**src/rtl/button_debounce.sv**
```systemverilog
// Push-button conditioner: two-flop synchroniser, stable-time debounce FSM,
// registered debounced level plus single-cycle press / release / long-press pulses.
module button_debounce #(
  parameter int DEBOUNCE_CYCLES = 100000,
  parameter int LONG_CYCLES     = 50000000,
  parameter int ACTIVE_HIGH     = 1
) (
  input  logic clk,
  input  logic rst_n,
  input  logic btn_in,
  output logic btn_level,
  output logic btn_press,
  output logic btn_release,
  output logic btn_long
);

  localparam int CW     = $clog2(DEBOUNCE_CYCLES + 1);
  localparam int HW_RAW = $clog2(LONG_CYCLES + 1);
  localparam int HW     = (HW_RAW < 1) ? 1 : HW_RAW;

  localparam logic [CW-1:0] DB_MAX   = CW'(DEBOUNCE_CYCLES);
  localparam logic [HW-1:0] LONG_MAX = HW'(LONG_CYCLES);
  localparam logic          LONG_EN  = (LONG_CYCLES > 0);
  localparam logic          IDLE_LVL = (ACTIVE_HIGH != 0) ? 1'b0 : 1'b1;

  localparam logic [1:0] RELEASED     = 2'd0;
  localparam logic [1:0] PRESS_WAIT   = 2'd1;
  localparam logic [1:0] PRESSED      = 2'd2;
  localparam logic [1:0] RELEASE_WAIT = 2'd3;

  logic          sync1_q, sync2_q;
  logic          s;
  logic [1:0]    state_q, state_d;
  logic [CW-1:0] cnt_q, cnt_d;
  logic [HW-1:0] hold_q, hold_d;
  logic          level_q, level_d;
  logic          press_q, press_d;
  logic          release_q, release_d;
  logic          long_q, long_d;

  // Synchroniser resets to the released pin level so reset never looks like a press.
  always_ff @(posedge clk or negedge rst_n) begin
    if (!rst_n) begin
      sync1_q <= IDLE_LVL;
      sync2_q <= IDLE_LVL;
    end else begin
      sync1_q <= btn_in;
      sync2_q <= sync1_q;
    end
  end

  assign s = sync2_q ^ IDLE_LVL;

  always_comb begin
    state_d   = state_q;
    cnt_d     = cnt_q;
    hold_d    = hold_q;
    press_d   = 1'b0;
    release_d = 1'b0;
    case (state_q)
      RELEASED: begin
        if (s) begin
          state_d = PRESS_WAIT;
          cnt_d   = CW'(1);
        end
      end
      PRESS_WAIT: begin
        if (!s) begin
          state_d = RELEASED;
          cnt_d   = '0;
        end else if (cnt_q == DB_MAX) begin
          state_d = PRESSED;
          cnt_d   = '0;
          press_d = 1'b1;
        end else begin
          cnt_d = cnt_q + CW'(1);
        end
      end
      PRESSED: begin
        if (!s) begin
          state_d = RELEASE_WAIT;
          cnt_d   = CW'(1);
        end
      end
      RELEASE_WAIT: begin
        if (s) begin
          state_d = PRESSED;
          cnt_d   = '0;
        end else if (cnt_q == DB_MAX) begin
          state_d   = RELEASED;
          cnt_d     = '0;
          release_d = 1'b1;
        end else begin
          cnt_d = cnt_q + CW'(1);
        end
      end
      default: begin
        state_d = RELEASED;
        cnt_d   = '0;
      end
    endcase

    // Hold time restarts only on an accepted press; a release glitch keeps counting.
    if (press_d) begin
      hold_d = '0;
    end else if (LONG_EN && (state_q == PRESSED || state_q == RELEASE_WAIT) &&
                 hold_q != LONG_MAX) begin
      hold_d = hold_q + HW'(1);
    end

    long_d  = LONG_EN && (hold_q != LONG_MAX) && (hold_d == LONG_MAX);
    level_d = (state_d == PRESSED) || (state_d == RELEASE_WAIT);
  end

  always_ff @(posedge clk or negedge rst_n) begin
    if (!rst_n) begin
      state_q   <= RELEASED;
      cnt_q     <= '0;
      hold_q    <= '0;
      level_q   <= 1'b0;
      press_q   <= 1'b0;
      release_q <= 1'b0;
      long_q    <= 1'b0;
    end else begin
      state_q   <= state_d;
      cnt_q     <= cnt_d;
      hold_q    <= hold_d;
      level_q   <= level_d;
      press_q   <= press_d;
      release_q <= release_d;
      long_q    <= long_d;
    end
  end

  assign btn_level   = level_q;
  assign btn_press   = press_q;
  assign btn_release = release_q;
  assign btn_long    = long_q;

endmodule

```
**config.mk**
```make
export PLATFORM = sky130hd
export DESIGN_NAME = button_debounce
export DESIGN_NICKNAME = d
export VERILOG_FILES = /design/src/rtl/button_debounce.sv
export SDC_FILE = /design/constraint.sdc
export NUM_CORES = 1
export LEC_CHECK = 0
export CAP_MARGIN = 20
export CORE_ASPECT_RATIO = 0.5
export CORE_MARGIN = 2
export CORE_UTILIZATION = 60
export CTS_BUF_LIST = sky130_fd_sc_hd__clkbuf_4 sky130_fd_sc_hd__clkbuf_8
export DETAILED_ROUTE_END_ITERATION = 8
export GPL_TIMING_DRIVEN = 0
export PLACE_DENSITY_LB_ADDON = 0.05
export REMOVE_ABC_BUFFERS = 1
export SLEW_MARGIN = 10
export SYNTH_ARGS = -nofsm -noshare
export SYNTH_HDL_FRONTEND = slang
export SYNTH_SLANG_ARGS = --single-unit
```
**constraint.sdc**
```tcl
create_clock -name clk -period 3 [get_ports clk]
set_clock_uncertainty 0.05 [all_clocks]
set_input_delay 0.75 -clock clk [delete_from_list [all_inputs] [get_ports clk]]
set_output_delay 0.75 -clock clk [all_outputs]
set_load 0.02 [all_outputs]
```
After elaboration in Yosys (flattened, before gate mapping)

Cells that the tools add are included.

Register bits: 51
Input bits: 3
Output and inout port bits: 4
Word-level logic and storage cells: 47

Add/subtract/negate cells: 2
Equality and inequality tests: 10
Mux-type cells: 20
Reduce and logical (&&, ||, !) cells: 6

Operators by type and width:

| cell                                                 | number |
|---|---|
| two-way mux 17 bit                                   | 5 |
| one-hot mux 17 bit (4 select lines)                  | 1 |
| two-way mux 26 bit                                   | 2 |
| adder 26 x 1 -> 26 bit (second input constant)       | 1 |
| equality test 26 bit (second input constant)         | 1 |
| != test 26 bit (second input constant)               | 1 |
| adder 17 x 1 -> 17 bit (second input constant)       | 1 |
| equality test 17 bit (second input constant)         | 1 |
| two-way mux 2 bit                                    | 6 |
| equality test 2 bit (second input constant)          | 4 |
| one-hot mux 2 bit (4 select lines)                   | 1 |
| two-way mux 1 bit                                    | 5 |
| != test 2 bit (second input constant)                | 2 |
| equality test 2 x 1 -> 1 bit (second input constant) | 1 |
| logical AND 1 bit                                    | 2 |
| logical NOT 2 bit                                    | 1 |
| logical OR 1 bit                                     | 2 |
| AND reduction 2 bit                                  | 1 |

Longest topological paths before layout

Depth after elaboration: 7
Depth in mapped cells: 10
Mapped depth without buffers: 9

Worst setup path before layout

OpenSTA, ideal clock, no wires.

Path type: register to register
From: register hold_q[0]
To: register long_q (netlist: btn_long)
Setup time: 96 ps
Arrival time: 2245 ps
Slack: 610 ps
Stages on the path, launching flop included: 11
Buffers on the path: 1
Period minus slack after synthesis: 2390 ps
Cells stage by stage: dfrtp_1 inv_1 ha_1 nor4b_1 nand3_1 or4_1 buf_6 nand3_1 xor2_1 or3_2 nor4_2

Cells in the longest elaborated chain, start to end: 6
Elaborated cells between the ends (all ways): 7
Those cells by class: 1 x add/sub; 2 x eq/ne; 2 x mux; 2 x reduce/logical

Ends and longest elaborated chain:

| what                                                                           | line | text |
|---|---|---|
| from (decl)                                                                    | 35   | `logic [HW-1:0] hold_q, hold_d;` |
| from (signal assigned)                                                         | 127  | `hold_q <= hold_d;` |
| parallel branches: the longest is 5 deep, another holds adder 26 x 1 -> 26 bit | --   |  |
| logical AND 1 bit *                                                            | 111  | `long_d = LONG_EN && (hold_q != LONG_MAX) && (hold_d == LONG_MAX);` |
| named net long_d                                                               | 39   | `logic long_q, long_d;` |
| to (signal assigned)                                                           | 131  | `long_q <= long_d;` |
| to (decl)                                                                      | 39   |  |

Mark *: on every way through the listed nets, which the timed path passes.
A chain may end at the register's enable or synchronous reset.

Worst setup path in the final report

From: register cnt_q[2]
To: register cnt_q[4]

Cells in the longest elaborated chain, start to end: 4
Elaborated cells between the ends (all ways): 6
Those cells by class: 1 x add/sub; 1 x eq/ne; 4 x mux

Ends and longest elaborated chain:

| what                                                           | line   | text |
|---|---|---|
| from (decl)                                                    | 34     | `logic [CW-1:0] cnt_q, cnt_d;` |
| from (signal assigned)                                         | 126    | `cnt_q <= cnt_d;` |
| adder 17 x 1 -> 17 bit or equality test 17 bit (tied branches) | --     |  |
| two-way mux 17 bit *                                           | 71, 89 |  |
| two-way mux 17 bit (on tied branches)                          | 86, 68 |  |
| one-hot mux 17 bit (4 select lines) *                          | 60     | `case (state_q)` |

Every way passes the cells marked *; elsewhere a longest branch is shown, timed or not.

==> tab_implementation.tex <==
\begin{tabular}{lr}
\hline
Metric & Value \\
\hline
\multicolumn{2}{l}{\textbf{Clocking}} \\
\quad Insertion delay of the later-clocked pin in the worst-skew pair & 0.30 ns \\
\quad Number of gates given a new drive strength after cts & 0 \\
\quad Buffer count from post-CTS setup fixing & 0 \\
\quad CTS root buf & clkbuf\_8 \\
\quad TritonCTS clock tree & yes \\
\quad TritonCTS sink count & 51 \\
\quad Num CTS Buffers & 5 \\
\quad Register clock-pin slew on the reported worst setup and hold paths & 0.09 ns \\
\quad Worst-case clock buffer depth & 2 \\
\quad Number of hold buffers added after cts & 0 \\
\quad CTS HTree Levels & 2 \\
\multicolumn{2}{l}{\textbf{Synth}} \\
\quad Average footprint of a synthesized cell & 9.50 um2 \\
\quad Summed instance area of the synthesized netlist & 2790 um2 \\
\quad Yosys top cell by area & dfrtp\_1 \\
\quad Post-Syn Instances & 294 \\
\quad Number of enable-type register cells in the synthesized netlist & 0 \\
\quad Yosys warning total & 0 \\
\quad Number of library cell types mapped by synthesis & 53 \\
\quad Predominant post-synthesis flop cell & dfrtp\_1 \\
\quad Synth area leaders & dfrtp\_1, nor2\_1, xor2\_1 \\
\quad Register area share after synthesis & 45.7\% \\
\quad Area fraction in and, or, nand and nor cells after synthesis & 30.9\% \\
\quad XOR/XNOR share of the synthesized area & 9.41\% \\
\quad Fraction of the mapped netlist area in compound gates & 6.54\% \\
\quad Largest family of logic cells by synthesized area & simple AND/OR/NAND/NOR gates \\
\quad Asr flop ratio synth & 100\% \\
\quad Adder-cell share of the synthesized area & 1.79\% \\
\quad Share of the synthesized area in the top cell type & 45.7\% \\
\quad Number of storage elements in the synthesis netlist & 51 \\
\quad Mux share of post-synthesis cell area & 1.88\% \\
\multicolumn{2}{l}{\textbf{GRT}} \\
\quad Maximum number of pins on one net before global-route repair & 32 \\
\quad Number of global-route vias before repair & 1849 \\
\quad Wire length of the first global-routing pass & 8760 um \\
\quad Global-route usage over all layers & 21.5\% \\
\quad Initial antenna violation count & 0 \\
\quad Total global routing overflow & 0 \\
\multicolumn{2}{l}{\textbf{Drt}} \\
\quad DR vias & 2021 \\
\quad Number of DRC markers after the initial detailed-route iteration & 82 \\
\quad Remaining antenna violation count & 0 \\
\quad Avg Vias per Cell & 5.69 \\
\quad Drt wl/cell & 14.0 um \\
\quad DRC Markers & 0 \\
\quad Detailed-routing iteration count for the pre-antenna-repair pass & 4 \\
\quad Wirelength, routed & 4970 um \\
\multicolumn{2}{l}{\textbf{Power and ir drop}} \\
\quad Leakage dissipation & 1.33 nW \\
\quad Peak supply drop & 0.214 mV \\
\quad Power density normalized to cell area & 387 nW/um2 \\
\multicolumn{2}{l}{\textbf{Place}} \\
\quad Final weighted congestion in routability-driven placement & 0.772 \\
\quad Port bufs & 6 \\
\quad Number of cells after detailed placement & 347 \\
\quad DPL Wire Length & 3440 um \\
\quad Area post-placement & 2860 um2 \\
\multicolumn{2}{l}{\textbf{STA}} \\
\quad Remaining max-slew budget at the tightest pin & 36.4\% \\
\quad FMAX & 367 MHz \\
\quad Final Critical Period & 2.73 ns \\
\quad Number of endpoints with negative hold slack in the final report & 0 \\
\quad Share of the clock period used by the worst path after layout & 90.9\% \\
\quad Setup violators final & 0 \\
\quad Total Neg Setup Slack & 0 ns \\
\quad Worst slew pin tran & 0.950 ns \\
\quad Setup repair after global routing missed its margin & false \\
\quad Final Max Tran Viols & 0 \\
\multicolumn{2}{l}{\textbf{Floorplanning}} \\
\quad Floorplan Core Area & 4450 um2 \\
\quad \# rows & 17 \\
\quad Num ports & 7 \\
\quad Initial standard-cell utilization of the core & 62.8\% \\
\quad Total Die Area & 5250 um2 \\
\quad Die Height & 52.2 um \\
\quad Die extent in x & 100 um \\
\multicolumn{2}{l}{\textbf{Setup path}} \\
\quad Cells on worst reg2reg path & 6 \\
\quad Critical Path Source Type & flop \\
\quad Critical setup path kind & flop to flop \\
\quad Origin of the critical flop-to-flop path & cnt\_q[2] \\
\quad Data required, critical path & 3.10 ns \\
\quad FF-to-FF End & cnt\_q[4] \\
\quad Kind of end point of the critical path & flop \\
\quad Worst setup path end & cnt\_q[4] \\
\quad Flop-to-flop setup slack & 0.27 ns \\
\quad Arrival time at the worst endpoint & 2.83 ns \\
\quad Worst setup path startpoint & cnt\_q[2] \\
\quad CP Max Fanout & 26 \\
\multicolumn{2}{l}{\textbf{Final layout}} \\
\quad Commonest cells after routing, fill and taps aside & dfrtp\_1, nor2\_1, nand2\_1 \\
\quad Non-Filler Instances & 355 \\
\quad Area grow syn2layout & 5.42\% \\
\quad Most frequent standard cell in the layout excluding fill and tap cells & dfrtp\_1 \\
\quad Number of antenna repair diodes & 0 \\
\quad Total number of nets in the final design & 304 \\
\quad Final core area utilization & 66.2\% \\
\quad Summed area of non-filler cells in the final layout & 2940 um2 \\
\quad Share of final-layout standard cells stronger than drive strength 1 & 9.40\% \\
\quad Number of inserted filler cells in the final layout & 348 \\
\multicolumn{2}{l}{\textbf{Worst hold path}} \\
\quad Number of cells on the worst hold path & 0 \\
\quad Path type of the worst min-delay path & flop to flop \\
\multicolumn{2}{l}{\textbf{Run status}} \\
\quad Outcome & finished clean \\
\multicolumn{2}{l}{\textbf{Run}} \\
\quad Maximum Capacitance Violations & 0 \\
\hline
\end{tabular}
-- metrics by stage --
stage	hold WS (ns)	power [mW]	setup slack [ns]
final	0.312	1.14	0.272
after global routing	0.333	1.20	0.0228
after CTS	0.315	1.16	0.271
after detailed placement	0.294	0.761	0.302
after global placement	0.285	0.757	-0.311
after floorplan	0.281	0.734	0.611
-- area by class of cell --
cell class	instances	area (um2)	area share (%)
Timing Repair Buffer	7	75.1	2.55
Sequential cell	51	1280	43.3
Multi-Input combinational cell	226	1410	47.9
Inverter	6	22.5	0.765
Tap cell	57	71.3	2.42
Clock inverter	3	18.8	0.637
Clock buffer	5	68.8	2.34
-- registers in the layout, indices dropped and copies added, names as in the netlist --
register     cells
hold_q          26
btn_press        1
s                1
cnt_q           17
state_q          2
sync1_q          1
btn_long         1
btn_level        1
btn_release      1
-- cells in the mapped netlist, types with 2 or more instances --
library cell,n
nand2_1,28
o21ai_1,6
buf_6,3
buf_2,4
dfrtp_1,51
mux2i_1,3
a21oi_1,4
nand3_2,2
mux2_2,2
ha_1,4
and3_1,9
and4_1,3
and4b_1,2
nor2_1,49
o31ai_1,2
o21ai_0,14
or3_1,2
nand3_1,16
nand4_1,8
nor3_2,2
clkbuf_1,2
nor4_2,3
or4_1,3
xor2_1,18
or4bb_1,2
xnor2_1,12
nand4b_1,2
inv_1,6
nand2b_1,3
nor3_1,6
-- per-layer routing --
metal  routed length [um]  GRT usage [%]
met1                 2560           31.3
met2                 2200           33.1
met3                  167           5.07
met4                   44           5.02
met5                    0              0
-- power by group --
group          switching [mW]  internal (mW)
sequential            0.00716          0.693
clock                   0.230          0.165
combinational          0.0315         0.0135
total                   0.269          0.871
-- cells by family (layout without fill, tap and decap cells) --
group | Yosys count | count (layout)
multiplexers | 5 | 5
XOR/XNOR | 30 | 30
buffers and inverters | 17 | 21
AND/OR/NAND/NOR | 155 | 155
AO/OA/AOI/OAI | 32 | 32
adder cells (fa/ha/maj) | 4 | 4
flip-flops | 51 | 51
-- how the worst min path moves through the flow --
stage / from / to
final: sync1_q / s
after global routing: sync1_q / s
after CTS: sync1_q / s
after detailed placement: sync1_q / s
after global placement: sync1_q / s
after floorplan: sync1_q / s
-- critical path, stage by stage (launching register included) --
cell and delay, ns:
dfrtp_1 0.44, or4_1 0.55, nor4_2 0.45, nand3b_1 0.72, nor2_1 0.10, o21ai_0 0.17
o31ai_1 0.10
(Power assumes the default switching activity.)
==> edit 1 (config.mk and constraints unchanged) <==
`DEBOUNCE_CYCLES`: 100000 -> 25000.
--- a/src/rtl/button_debounce.sv
+++ b/src/rtl/button_debounce.sv
@@ -3,3 +3,3 @@
 module button_debounce #(
-  parameter int DEBOUNCE_CYCLES = 100000,
+  parameter int DEBOUNCE_CYCLES = 25000,
   parameter int LONG_CYCLES     = 50000000,
Check against the original RTL: no difference found for any inputs over 10 cycles, from zero or initial values and one cycle with rst_n low; that may be too few to reach the edited logic, so the function may still have changed.
==> edit 1 against the unedited design <==
- setup slack improved by 0.060 ns
- global-route usage increased by 3.5 points
- design area increased by 3.1%
- core utilization increased by 1.7 points
- hold slack got worse by 0.057 ns
- power increased by 5.3%
- area after synthesis increased by 1.6%
- sequential cell count decreased by 2
- first-iteration DRC count increased by 120%
- synthesized cell count increased by 5.8%
- fmax increased by 2.3%
- wire length increased by 16%
- critical endpoint is now btn_long
- largest power group unchanged
- highest routed layer unchanged
==> edit 1: results (changes against the unedited design) <==
- Vias in the first global route: 2249 (was 1849)
- Hold WC Path Type: in -> async (was reg -> reg)
- Top post-synthesis cells by area: dfrtp_1 43%, nor2_1 5.8%, xor2_1 4.9% (was dfrtp_1 46%, nor2_1 6.6%, xor2_1 5.6%)
- Global-route wire length before repair: 10300 µm (was 8760 µm)
- Largest net degree at the start of global routing: 39 (was 32)
- Wl on met1: 2730 µm (was 2560 µm)
- Worst Max-Slew Pin Slew: 0.887 ns (was 0.950 ns)
- Register clock-pin slew on the reported worst setup and hold paths: 0.10 ns
- Register area share after synthesis: 43.2% (was 45.7%)
- CTS resizes: 0 (unchanged)
- PortBufs: 6 (unchanged)
- Most instantiated cells after synthesis: 49 x dfrtp_1, 44 x nor2_1, 30 x nand2_1, 18 x nand3_1, 17 x o21ai_0 (was 51 x dfrtp_1, 49 x nor2_1, 28 x nand2_1, 18 x xor2_1, 16 x nand3_1)
- Routed met3 length: 253 µm (was 167 µm)
- Slowest CP cell: nor4_4 (was nand3b_1)
- Setup bufs post-CTS: 0 (unchanged)
- Synth unique cells: 51 (was 53)
- Final estimated routing congestion in global placement: 0.851 (was 0.772)
- TritonCTS buffer count: 5 (unchanged)
- Post-Place Cell Area: 2920 µm² (was 2860 µm²)
- Met1 Usage GRT: 33.4% (was 31.3%)
- Async set or reset register ratio after synthesis: 100% (unchanged)
- DR top layer: met4 (unchanged)
- Max incr delay on CP: 0.60 ns (was 0.72 ns)
- Pleak: 1.31 nW (was 1.33 nW)
- Met3 track demand over resource: 5.87% (was 5.07%)
- Gr usage total: 25.0% (was 21.5%)
- Vias/cell: 6.17 (was 5.69)
- Crit path launch: cnt_q[2] (unchanged)
- Met2 usage in global routing: 40.8% (was 33.1%)
- Outcome: finished clean (unchanged)
- DP HPWL: 4170 µm (was 3440 µm)
- Largest registers: hold_q: 26 flops, cnt_q: 15 flops, state_q: 2 flops (was hold_q: 26 flops, cnt_q: 17 flops, state_q: 2 flops)
- Initial DRC Count: 177 (was 82)
- Placed Cells: 361 (was 347)
- Max IR drop VDD: 287 µV (was 214 µV)
- Routed WL: 5750 µm (was 4970 µm)
- Delay-heaviest family, CP: simple AND/OR/NAND/NOR gates (unchanged)
- Met2 wire len: 2700 µm (was 2200 µm)
- H-Tree Level Count: 2 (unchanged)
- Layout cell share with drive strength beyond 1: 7.69% (was 9.40%)
- Int Power: 930 µW (was 871 µW)
- Crit path DAT: 2.81 ns (was 2.83 ns)
- Critical-path maximum fanout: 15 (was 26)
- Non-Filler Instances: 369 (was 355)
- Syn_area_per_cell: 9.12 µm² (was 9.50 µm²)
- Clk_lat worst skew: 0.31 ns
- Layout Nets: 318 (was 304)
## edit 1: metrics by stage
stage | setup TNS (ns) | setup slack (ns)
after floorplan | 0 | 0.498
after global placement | -10.57 | -0.218
after detailed placement | 0 | 0.353
after CTS | 0 | 0.317
after global routing | 0 | 0.160
final | 0 | 0.332
## edit 1: worst paths after layout
check	to	slack, ns	depth (start not counted)
max	btn_long	0.33	7
min	cnt_q[6]	0.26	1
max reg2reg	btn_long	0.33	7
min reg2reg	s	0.31	0
max in group asynchronous	hold_q[12]	2.15	2
min in group clk	s	0.31	0
## edit 1: layout make-up
| cell class | instances | area (µm²) |
|---|---|---|
| clock buffers | 5 | 68.8 |
| flip-flops and latches | 49 | 1230 |
| fillers | 363 | 1430 |
| multi-input cells | 236 | 1490 |
| clock inverters | 3 | 43.8 |
| inverters | 11 | 41.3 |
| well taps | 57 | 71.3 |
| repair buffers | 8 | 90.1 |
## edit 1: worst register-to-register path, stage by stage, from the launching register on
cell,delay [ns]
dfrtp_1,0.43
or4b_1,0.54
or4_4,0.47
nor4_4,0.60
buf_8,0.23
a21oi_1,0.07
nand4_1,0.11
nor4_2,0.05
## edit 1: power groups by stage
stage               Clock (mW)  Combinational [mW]  Sequential [mW]
finish                   0.486              0.0449            0.670
detailed placement           0              0.0463            0.683
floorplan                    0              0.0220            0.682
global placement             0              0.0416            0.683
CTS                      0.496              0.0464            0.670
global route             0.530              0.0527            0.671
## edit 1: cells by family after synthesis
group / synth area share, %
AOI/OAI and AO/OA: 9.26
xor gates and xnor gates: 8.64
adders and majority gates: 1.76
buffers and inverters: 4.14
DFF: 43.2
muxes: 0.882
and+or+nand+nor: 32.1
==> edit 2 (config.mk and constraints unchanged) <==
Without the edit above. Reset style: synchronous (`rst_n`), changed in 2 clocked blocks.
--- a/src/rtl/button_debounce.sv
+++ b/src/rtl/button_debounce.sv
@@ -41,3 +41,3 @@
   // Synchroniser resets to the released pin level so reset never looks like a press.
-  always_ff @(posedge clk or negedge rst_n) begin
+  always_ff @(posedge clk) begin
     if (!rst_n) begin
@@ -114,3 +114,3 @@
 
-  always_ff @(posedge clk or negedge rst_n) begin
+  always_ff @(posedge clk) begin
     if (!rst_n) begin
Function: same outputs for any inputs over 10 cycles, from zero or initial values and one cycle with rst_n low; that may be too few to reach the edited logic, so the function may still have changed.
==> edit 2 against the unedited design <==
- design area down 6.5%
- sequential cell count unchanged
- wire length down 1.9%
- count of clock-buffer cells in the layout unchanged
- power down 2.4%
- clock power up 4%
- area after synthesis down 5.2%
- fmax up 3.5%
- setup slack better by 0.093 ns
- largest cell class unchanged
- highest routed layer unchanged
==> edit 2: results (changes against the unedited design) <==
- Critical-path maximum fanout: 8 (was 26)
- Top_reg_cell synth: dfxtp_1 (was dfrtp_1)
- DP HPWL: 3470 µm (was 3440 µm)
- Hold Path Cell Cnt: 1 (was 0)
- Crit path DAT: 2.80 ns (was 2.83 ns)
- Slowest CP cell: nor4_2 (was nand3b_1)
- Filler instances: 392 (was 348)
- Layout Nets: 306 (was 304)
- Layout cell share with drive strength beyond 1: 6.67% (was 9.40%)
- Wire length per cell: 13.7 µm (was 14.0 µm)
- Hold_sp: sync1_q (unchanged)
- Top post-synthesis cells by area: dfxtp_1 39%, xor2_1 7.3%, nor2_1 6.8% (was dfrtp_1 46%, nor2_1 6.6%, xor2_1 5.6%)
- Max IR drop VDD: 201 µV (was 214 µV)
- Vias in the first global route: 1830 (was 1849)
- Worst r2r src: hold_q[0] (was cnt_q[2])
- Final estimated routing congestion in global placement: 0.820 (was 0.772)
- Met3 track demand over resource: 5.47% (was 5.07%)
- Met2 usage in global routing: 36.5% (was 33.1%)
- Most instantiated cells after synthesis: 51 x dfxtp_1, 48 x nor2_1, 22 x xor2_1, 20 x xnor2_1, 19 x nand2_1 (was 51 x dfrtp_1, 49 x nor2_1, 28 x nand2_1, 18 x xor2_1, 16 x nand3_1)
- Register area share after synthesis: 38.6% (was 45.7%)
- Largest net degree at the start of global routing: 27 (was 32)
- Worst Max-Slew Pin Slew: 0.605 ns (was 0.950 ns)
- End of the worst register-to-register path: btn_long (was cnt_q[4])
- NetSw: 257 µW (was 269 µW)
- Async set or reset register ratio after synthesis: 0% (was 100%)
- Met1 Usage GRT: 27.4% (was 31.3%)
- Outcome: finished clean (unchanged)
- Reg-to-reg slack, setup: 0.36 ns (was 0.27 ns)
- Worst r2r path cells: 8 (was 6)
- Root Driver: clkbuf_8 (unchanged)
- Max incr delay on CP: 0.54 ns (was 0.72 ns)
- Pleak: 0.977 nW (was 1.33 nW)
- Synth unique cells: 49 (was 53)
- Vias: 1987 (was 2021)
==> edit 2: cell count changes after synthesis, sizes merged, moves of 5 or more <==
cell,unedited run,this run
dfrtp,51,0
dfxtp,0,51
nand2,29,22
nand4,9,14
nor4bb,0,5
o21ai,20,7
xnor2,12,20
==> edit 2: area by class of cell <==
class                      count  area, µm²  area share (%)
multi-input combinational    228       1480            53.7
inverter                       6       22.5           0.818
clock inverter                 3       22.5           0.818
sequential                    51       1020            37.1
clock buffer                   5       68.8            2.50
tap                           57       71.3            2.59
timing repair buffer           7       67.6            2.45
==> edit 2: critical path: cells and delay by family (launching register included) <==
kind                       cells  cell delay, ns
xor gates and xnor gates       1            0.09
DFF                            1            0.47
and+or+nand+nor                5            1.51
adders and majority gates      1            0.29
AOI/OAI and AO/OA              1            0.13
==> edit 2: power groups by stage <==
stage          clock, mW  sequential, mW  combinational (mW)
3_3_place_gp           0           0.697              0.0205
6_report           0.409           0.681              0.0226
4_1_cts            0.421           0.681              0.0229
2_1_floorplan          0           0.696              0.0122
5_1_grt            0.444           0.682              0.0250
3_5_place_dp           0           0.697              0.0228
==> edit 2: cells by family (layout without fill, tap and decap cells) <==
logic type	Yosys count	after routing	synth area share, %
xor+xnor	42	42	13.9
simple gates	157	157	33.3
buf+inv	21	21	5.53
fa+ha+maj	4	4	1.89
flops	51	51	38.6
mux	2	2	0.757
compound gates	23	23	6.00
==> edit 2: how the worst max path moves through the flow <==
stage / to / slack [ns] / cells after the start
2_1_floorplan: btn_long / 0.77 / 7
3_3_place_gp: cnt_q[2] / 0.30 / 7
3_5_place_dp: btn_long / 0.39 / 5
4_1_cts: btn_long / 0.38 / 8
5_1_grt: btn_long / 0.03 / 8
6_report: btn_long / 0.36 / 8
==> edit 2: stage by stage <==
stage	util [%]	hold slack, ns	worst slack [ns]	cells	cell area (µm²)
after floorplan	-	0.362	0.774	285	2520
after global placement	61.5	0.367	0.301	348	2650
after detailed placement	61.6	0.374	0.393	349	2660
after CTS	63.7	0.398	0.377	357	2750
after global routing	63.7	0.445	0.0343	357	2750
final	63.7	0.392	0.365	357	2750
==> edit 2: metal layers <==
layer	share of wire [%]	up-vias
li1	-	1037
met1	51	925
met2	45	21
met3	3.1	4
met4	0.70	0
met5	0	-
